File: src/rtl/mem_arbiter.sv
// mem_arbiter: serialises IF fetches and MEM loads/stores onto one byte-wide RAM port.
// Define MEM_ARBITER_FAIR_EN to hand IF the next grant after every MEM completion.
module mem_arbiter #(
  parameter int ADDR_WIDTH = 32,
  parameter int RAM_LAT    = 1
) (
  input  logic                  clk,
  input  logic                  rst,
  input  logic                  rdy,
  input  logic                  if_req,
  input  logic [ADDR_WIDTH-1:0] if_addr,
  input  logic                  if_flush,
  output logic                  if_done,
  output logic [31:0]           if_inst,
  input  logic                  mem_req,
  input  logic                  mem_we,
  input  logic [1:0]            mem_size,
  input  logic [ADDR_WIDTH-1:0] mem_addr,
  input  logic [31:0]           mem_wdata,
  output logic                  mem_done,
  output logic [31:0]           mem_rdata,
  output logic [ADDR_WIDTH-1:0] ram_a,
  output logic [7:0]            ram_dout,
  output logic                  ram_wr,
  input  logic [7:0]            ram_din,
  output logic                  busy
);
  localparam logic [1:0] IDLE = 2'd0, IF_RD = 2'd1, MEM_RD = 2'd2, MEM_WR = 2'd3;
  localparam logic [7:0] LAT = 8'(RAM_LAT);
  logic [1:0] state;
  logic [7:0] cnt, cnt_nx, nb, byte_k;
  logic [31:0] wdata_q, acc, merged;
  logic fair_win, idle_ok, grant_mem, grant_if, capture, last_rd, last_wr;
`ifdef MEM_ARBITER_FAIR_EN
  logic fair;
`endif
  always_comb begin
    cnt_nx = cnt + 8'd1;
    byte_k = cnt - LAT;
    capture = cnt >= LAT;
    merged = capture ? acc | (32'(ram_din) << (byte_k * 8'd8)) : acc;
    last_rd = cnt_nx == nb + LAT;
    last_wr = cnt_nx == nb;
`ifdef MEM_ARBITER_FAIR_EN
    fair_win = fair && if_req && !if_flush;
`else
    fair_win = 1'b0;
`endif
    // a done pulse still high means the requester has not yet dropped req
    idle_ok = state == IDLE && !if_done && !mem_done;
    grant_mem = idle_ok && mem_req && !fair_win;
    grant_if = idle_ok && if_req && !if_flush && (!mem_req || fair_win);
  end
  assign busy = state != IDLE;
  always_ff @(posedge clk or negedge rst) begin
    if (!rst) begin
      state <= IDLE;
      cnt <= '0;
      nb <= '0;
      wdata_q <= '0;
      acc <= '0;
      if_done <= 1'b0;
      if_inst <= '0;
      mem_done <= 1'b0;
      mem_rdata <= '0;
      ram_a <= '0;
      ram_dout <= '0;
      ram_wr <= 1'b0;
    end else if (rdy) begin
      if_done <= 1'b0;
      mem_done <= 1'b0;
      cnt <= cnt_nx;
      case (state)
        IDLE: begin
          cnt <= '0;
          acc <= '0;
          if (grant_mem) begin
            state <= mem_we ? MEM_WR : MEM_RD;
            ram_a <= mem_addr;
            nb <= mem_size == 2'd0 ? 8'd1 : mem_size == 2'd1 ? 8'd2 : 8'd4;
            wdata_q <= mem_wdata;
            ram_dout <= mem_wdata[7:0];
            ram_wr <= mem_we;
          end else if (grant_if) begin
            state <= IF_RD;
            ram_a <= if_addr;
            nb <= 8'd4;
          end
        end
        MEM_WR: begin
          if (last_wr) begin
            ram_wr <= 1'b0;
            mem_done <= 1'b1;
            state <= IDLE;
          end else begin
            ram_a <= ram_a + ADDR_WIDTH'(1);
            ram_dout <= 8'(wdata_q >> (cnt_nx * 8'd8));
          end
        end
        default: begin
          if (state == IF_RD && if_flush) state <= IDLE;
          else begin
            acc <= merged;
            if (cnt_nx < nb) ram_a <= ram_a + ADDR_WIDTH'(1);
            if (last_rd) begin
              state <= IDLE;
              if (state == IF_RD) begin
                if_done <= 1'b1;
                if_inst <= merged;
              end else begin
                mem_done <= 1'b1;
                mem_rdata <= merged;
              end
            end
          end
        end
      endcase
    end
  end
`ifdef MEM_ARBITER_FAIR_EN
  always_ff @(posedge clk or negedge rst) begin
    if (!rst) fair <= 1'b0;
    else if (rdy)
      fair <= ((state == MEM_RD && last_rd) || (state == MEM_WR && last_wr)) ? 1'b1 :
              (grant_if || if_flush) ? 1'b0 : fair;
  end
`endif
endmodule
File: config.mk
export PLATFORM = sky130hd
export DESIGN_NAME = mem_arbiter
export DESIGN_NICKNAME = d
export VERILOG_FILES = /design/src/rtl/mem_arbiter.sv
export SDC_FILE = /design/constraint.sdc
export NUM_CORES = 1
export LEC_CHECK = 0
export ABC_CLOCK_PERIOD_IN_PS = 2700
export BUFFER_PORTS_ARGS = -buffer_cell sky130_fd_sc_hd__buf_2
export CORE_MARGIN = 2
export CORE_UTILIZATION = 35
export DETAILED_ROUTE_END_ITERATION = 10
export GPL_ROUTABILITY_DRIVEN = 0
export GPL_TIMING_DRIVEN = 0
export SYNTH_ARGS = -nofsm -noshare
export SYNTH_HDL_FRONTEND = slang
export SYNTH_SLANG_ARGS = --single-unit
File: constraint.sdc
create_clock -name clk -period 2.7 [get_ports clk]
set_clock_uncertainty 0.1 [all_clocks]
set_input_delay 0.54 -clock clk [delete_from_list [all_inputs] [get_ports clk]]
set_output_delay 0.54 -clock clk [all_outputs]
set_load 0.01 [all_outputs]
==> summary.md, run 1 <==
| Metric | Value |
|---|---|
| Hold Crit Class | input port to flip-flop |
| Fin. max-slew vios | 0 |
| Clk buf depth | 2 |
| Commonest cells after routing, fill and taps aside | buf_2 (223), dfrtp_1 (181), nand2_1 (79) |
| Worst rel slew slack | 0.383 |
| Die W | 168 um |
| Final setup fails | 1 |
| Dpl cells | 1,435 |
| Cells after Synth | 872 |
| Layout cells sized above 1 | 0.437 |
| Asr flop ratio synth | 1.00 |
| Final Non-Filler Cells | 1,511 |
| Latest clock arrival within the worst-skew pair | 0.44 ns |
| Avg WL per Cell | 19.8 um |
| Drt pass-1 iters | 5 |
| Critical Path, Cell by Cell | inv_4, ha_4, ha_4, nor2b_4, o21ai_2, nand2_2, o41a_4, nor2_4, mux2_4 |
| Htree depth | 4 |
| Iter 0 DRT Violations | 578 |
| Register share of total power | 0.303 |
| Inserted Clock Buffers | 17 |
| Vias | 8,202 |
| Die Span Y | 168 um |
| Starting Density | 0.354 |
| Vias in the first global route | 7,928 |
| PwrDens | 1100 nW/um2 |
| Maximum clock rate | 370 MHz |
| Final min period | 2.70 ns |
| CP required | 2.92 ns |
| Failing checks | negative setup slack |
| Leakage | 0.00599 uW |
| I/O Pins | 221 |
| Final hold slack | 0.224 ns |
| Place WS | -0.657 ns |
| Area Growth Syn to Fin | 34.7% |
| Fin worst setup slack | -0.00158 ns |
| GRT overflow | 0 |
| Die area | 28,400 um2 |
| Area of the mapped netlist | 9460 um2 |
| CP Max Fanout | 6 |
| Final Cycle Share | 1.00 |
| Detailed placer's ending HPWL | 20,700 um |
| Setup TNS | -0.00158 ns |
| IO Port Bufs | 220 |
| Critical path's top delay family | compound AO/OA/AOI/OAI gates |
| Top_reg_cell synth | dfrtp_1 |
| Crit path buf inv count | 1 |
| Vias per cell | 5.43 |
| Drc violations | 0 |
| Internal power | 8130 uW |
| Status | finished with violations |
| WP data arrival | 2.92 ns |
| Final Routed Wirelength | 29,900 um |
| Synth warnings | 0 |
| FP Rows | 60 |
| Crit path largest cell delay | 0.58 ns |
| CP max stage cell | o41a_4 |
| Sequential share of the synthesized area | 0.487 |
| CTS tree | built |
| CP Capture Type | flip-flop |
| Startpoint types | flip-flop |
| Final core occ | 0.476 |
| Worst-Margin Slew | 0.916 ns |
| Core area | 26,700 um2 |
| Initial antenna violation count | 1 |
| GRT Overall Usage | 0.206 |
| Clock slew at reported path FFs | 0.09 ns |
| Worst vdd rail ir drop | 0.435 mV |
| Yosys reg bits | 184 |
| Most common cell type on the critical path | ha_4 |
| Crit path kind | flip-flop to flip-flop |
| NetSw | 5870 uW |
| Max-cap violations | 0 |
| Final hold vios | 0 |
| Unique cell type count in the Yosys netlist | 66 |
| Post-DRT Antenna Nets | 0 |
| Clock network fraction of total power | 0.190 |
| RSZ-0062 raised after global routing | true |
| First-pass GRT wire length | 45,300 um |
| Switching share of power | 0.419 |
| Most common cell after layout, fill and taps aside | buf_2 |
| Syn avg cell area | 10.8 um2 |
| Combinational Power Share | 0.507 |
| CTS root buf | clkbuf_16 |
| Syn_nets | 996 |
| Post-synth EDFFs | 0 |
| Clock sink total | 184 |
| Nets@finish | 1,280 |
| Largest net degree at the start of global routing | 68 |
==> final cells by class <==
class / count / area, um2
fill: 2498 / 14000
multi-input combinational: 624 / 5040
sequential: 184 / 4610
timing repair buffer: 267 / 1630
tap: 341 / 427
clock buffer: 17 / 425
buffer: 49 / 353
clock inverter: 15 / 196
inverter: 13 / 51.3
antenna: 1 / 2.50
==> Yosys cell counts, drive strengths merged (13+ instances only) <==
| master | n | area (um2) |
|---|---|---|
| nor3 | 13 | 70.1 |
| nand2b | 17 | 106 |
| o21bai | 32 | 240 |
| nand3 | 38 | 195 |
| a211o | 19 | 166 |
| dfrtp | 184 | 4600 |
| nand2 | 83 | 319 |
| a211oi | 16 | 120 |
| a31oi | 16 | 106 |
| inv | 13 | 48.8 |
| mux2 | 100 | 1130 |
| and3 | 42 | 263 |
| clkbuf | 35 | 131 |
| a21boi | 32 | 240 |
| o21ai | 32 | 160 |
| nor2 | 30 | 115 |
| a21oi | 35 | 175 |
| buf | 16 | 118 |
==> power groups by stage <==
stage | Clock (uW) | Combinational (uW) | Sequential (uW)
2_1_floorplan | 0 | 3510 | 4360
3_3_place_gp | 0 | 5590 | 4230
3_5_place_dp | 0 | 5670 | 4270
4_1_cts | 2720 | 6220 | 4220
5_1_grt | 2830 | 7670 | 4370
6_report | 2650 | 7100 | 4240
==> worst paths after layout <==
check	slack, ns	depth (start not counted)	start	endpoint
min in group asynchronous	0.50	2	rst	mem_rdata[11]
max in group asynchronous	0.96	4	rst	mem_rdata[28]
setup / recovery	-0.002	9	cnt[0]	ram_a[21]
hold reg to reg	0.39	1	mem_rdata[16]	mem_rdata[16]
setup reg to reg	-0.002	9	cnt[0]	ram_a[21]
hold / removal	0.22	2	mem_wdata[31]	wdata_q[31]
==> metrics by stage <==
stage	power, uW	cell area, um2
finish	14000	12700
global route	14900	12700
CTS	13200	12100
detailed placement	9940	11100
global placement	9820	11000
floorplan	7870	9470
==> routing by layer <==
metal  vias to the layer above  global-route usage  part of all wire
li1                       3802                   -                 -
met1                      4098               0.272              0.43
met2                       253               0.338              0.49
met3                        49              0.0364             0.055
met4                         0              0.0772             0.025
met5                         -                   0                 0
==> sequential cells by signal, indices dropped and copies added, names as in the netlist <==
| register | cells |
|---|---|
| acc | 32 |
| mem_done | 1 |
| cnt | 8 |
| state | 2 |
| ram_wr | 1 |
| wdata_q | 32 |
| nb | 3 |
| mem_rdata | 32 |
| ram_dout | 8 |
| if_done | 1 |
| ram_a | 32 |
| if_inst | 32 |
==> kinds of logic (layout without fill, tap and decap cells) <==
kind of cell / Yosys count / after routing / share of synthesized area
and+or+nand+nor: 268 / 268 / 0.149
AOI/OAI and AO/OA: 224 / 224 / 0.168
DFF: 184 / 184 / 0.487
muxes: 110 / 110 / 0.140
buffers and inverters: 64 / 361 / 0.0315
adders and majority gates: 11 / 11 / 0.0146
xor gates and xnor gates: 11 / 11 / 0.0102
other: 0 / 1 / 0
==> timing repair <==
item | CTS | global route
pin swaps | 13 | 8
resized for setup | 54 | 111
hold buffers | 1 | 0
buffers inserted | 22 | 16
endpoints found under the setup margin | 164 | 166
gates cloned | 1 | 5
hold endpoints to repair | 56 | 0
==> worst register-to-register path, stage by stage, from the launching register on <==
cell and delay [ns]:
dfrtp_2 0.45, inv_4 0.06, ha_4 0.29, ha_4 0.21, nor2b_4 0.12, o21ai_2 0.11, nand2_2 0.08, o41a_4 0.58
nor2_4 0.26, mux2_4 0.32
No activity file was read; power rests on OpenSTA's default activity.
==> run 2, diff against run 1 <==
==> constraint.sdc (replaced) <==
create_clock -name clk -period 2.7 [get_ports clk]
set_clock_uncertainty 0.1 [all_clocks]
set_input_delay 0 -clock clk [delete_from_list [all_inputs] [get_ports clk]]
set_output_delay 0 -clock clk [all_outputs]
set_load 0.01 [all_outputs]
==> summary.md, run 2 (synthesis results as in run 1) <==
| Metric | Value |
|---|---|
| Leakage | 0.00630 uW (+5.1%) |
| Clock slew at reported path FFs | 0.08 ns (about the same) |
| CP required | 2.93 ns (about the same) |
| Internal power | 7900 uW (-2.9%) |
| Detailed placer's ending HPWL | 20,700 um (unchanged) |
| Failing checks | negative hold slack, negative setup slack |
| Reg2Reg Launch Point | cnt[0] |
| Vias | 8,497 (+3.6%) |
| Final Non-Filler Cells | 1,587 (+5.0%) |
| Place WS | -0.657 ns (unchanged) |
| Die area | 28,400 um2 (unchanged) |
| Initial antenna violation count | 0 (-1) |
| Met2 wire len | 15,400 um (+5.1%) |
| Vias per cell | 5.35 (-1.4%) |
| Largest net degree at the start of global routing | 68 (unchanged) |
| NetSw | 5710 uW (-2.8%) |
| Hold_sp | ram_din[4] |
| Crit path buf inv count | 3 (+2) |
| FF-to-FF path depth | 10 (+1) |
| Wl on met1 | 13,700 um (+6.0%) |
| RSZ-0062 raised after global routing | true |
| Clock sink total | 184 (unchanged) |
| WP data arrival | 2.97 ns (+0.05 ns) |
| Final min period | 2.74 ns (+0.0415 ns) |
| Met3 WL | 1500 um (-7.6%) |
| Fin. max-slew vios | 0 (unchanged) |
| Combinational Power Share | 0.491 (-0.016) |
| Final hold vios | 1 (+1) |
| Worst vdd rail ir drop | 0.402 mV (-7.5%) |
| Clock network fraction of total power | 0.196 (+0.006) |
| PwrDens | 1000 nW/um2 (-8.8%) |
| Maximum clock rate | 365 MHz (-1.5%) |
| Clk buf depth | 2 (unchanged) |
| First-pass GRT wire length | 47,200 um (+4.2%) |
| GRT Overall Usage | 0.213 (+0.00775) |
| Top Metal Used | met4 |
| Nets@finish | 1,357 (+6.0%) |
| Worst R2R End | if_inst[7] |
| Die W | 168 um (unchanged) |
| Reg-to-reg setup timing slack | -0.04 ns (-0.04 ns) |
| Fin worst setup slack | -0.0431 ns (-0.0415 ns) |
| Vias in the first global route | 8,437 (+6.4%) |
| Final Cycle Share | 1.02 (+0.0154) |
| Drt pass-1 iters | 5 (unchanged) |
| IO Port Bufs | 220 (unchanged) |
| Avg WL per Cell | 19.7 um (-0.27%) |
| Final hold slack | -0.00401 ns (-0.228 ns) |
| Antenna diodes | 0 (-1) |
| Final setup fails | 32 (+31) |
| Most common cell after layout, fill and taps aside | buf_2 |
| Critical Path, Cell by Cell | ha_4, a311oi_4, a31oi_4, nor4_1, nand2_1, nor3_4, buf_4, clkbuf_16, buf_12, mux2_2 |
| Final Instance Area | 13,600 um2 (+6.6%) |
| Commonest cells after routing, fill and taps aside | buf_2 (222), dfrtp_1 (181), dlygate4sd3_1 (85) |
| Inserted Clock Buffers | 17 (unchanged) |
| CP Capture Type | flip-flop |
| Area Growth Syn to Fin | 43.5% |
| Die Span Y | 168 um (unchanged) |
| Core area | 26,700 um2 (unchanged) |
| CTS root buf | clkbuf_16 |
| GRT overflow | 0 (unchanged) |
| Worst Hold End | acc[4] |
| Hold Crit Class | input port to flip-flop |
| Htree depth | 4 (unchanged) |
| Post-DRT Antenna Nets | 0 (unchanged) |
| Starting Density | 0.354 (unchanged) |
| Register share of total power | 0.313 (+0.010) |
| CP max stage cell | dfrtp_2 |
| FP Rows | 60 (unchanged) |
| Final Routed Wirelength | 31,300 um (+4.8%) |
| Hold Crit Depth | 4 (+2) |
| Max-cap violations | 0 (unchanged) |
| Crit path kind | flip-flop to flip-flop |
| Dpl cells | 1,435 (unchanged) |
| Worst-Margin Slew | 0.891 ns (-0.0248 ns) |
| Startpoint types | flip-flop |
| CP Max Fanout | 6 (unchanged) |
| Switching share of power | 0.420 (about the same) |
| Latest clock arrival within the worst-skew pair | 0.44 ns (about the same) |
| DP Area | 11,100 um2 (unchanged) |
| Drc violations | 0 (unchanged) |
| Iter 0 DRT Violations | 636 (+10%) |
| Worst rel slew slack | 0.399 (+0.0167) |
| Critical path's top delay family | simple AND/OR/NAND/NOR gates |
| Crit path largest cell delay | 0.47 ns (-0.11 ns) |
| I/O Pins | 221 (unchanged) |
| Status | finished with violations |
| CTS tree | built |
| Layout cells sized above 1 | 0.395 (-0.0423) |
## run 2: changes by cell type in the layout (fill, tap and decap cells not counted), moves of 6 or more
| cell | previous run | this run |
|---|---|---|
| dlygate4sd3_1 | 1 | 85 |
| mux2_4 | 23 | 59 |
| mux2_2 | 70 | 40 |
| buf_4 | 36 | 28 |
| a211oi_1 | 9 | 15 |
| a211oi_2 | 7 | 1 |
| mux2_1 | 7 | 1 |
| o21bai_1 | 2 | 8 |
## run 2: per-stage QoR
step | utilization | total power, uW | setup TNS (ns)
2_1_floorplan | - | 7870 | -0.0478
3_3_place_gp | 0.412 | 9820 | -362.39
3_5_place_dp | 0.414 | 9940 | -61.86
4_1_cts | 0.481 | 13100 | 0
5_1_grt | 0.508 | 14500 | -5.07
6_report | 0.508 | 13600 | -0.616
## run 2: worst max-delay path by stage
stage | startpoint | end | slack, ns | cells after the start
global route | cnt[0] | if_inst[7] | -0.11 | 10
floorplan | cnt[0] | ram_a[25] | -0.004 | 10
CTS | cnt[0] | ram_a[26] | 0.001 | 9
finish | cnt[0] | if_inst[7] | -0.04 | 10
global placement | rst | cnt[0] | -2.02 | 1
detailed placement | cnt[1] | if_inst[27] | -0.66 | 8
## run 2: tightest hold or removal path, stage by stage
cell      delay (ns)
buf_2           0.10
nand2_2         0.15
o21bai_2        0.12
a21boi_0        0.13
## run 2: area by class of cell
type / count / area (um2)
buffer: 49 / 360
timing repair buffer: 344 / 2470
fill: 2430 / 13200
multi-input combinational: 624 / 5030
clock inverter: 15 / 196
tap: 341 / 427
clock buffer: 17 / 425
sequential: 184 / 4610
inverter: 13 / 51.3
## run 2: routing by layer
metal  vias to the layer above  track usage
met4                         0       0.0765
met2                       283        0.357
met3                        52       0.0374
li1                       3943            -
met5                         -            0
met1                      4219        0.279
## run 2: power by group through the flow
stage / combinational, uW / clock (uW) / sequential [uW]
finish: 6680 / 2670 / 4250
detailed placement: 5670 / 0 / 4270
CTS: 6190 / 2720 / 4220
global route: 7260 / 2830 / 4380
floorplan: 3510 / 0 / 4360
global placement: 5590 / 0 / 4230
## run 2: timing repair
item                                   CTS  global route
endpoints found under the hold margin  205             0
setup endpoints to repair              163           150
resized for setup                       46           126
setup buffers                           16            13
cloned                                   0             7
hold buffers                            86             0
pin swaps                               10             7
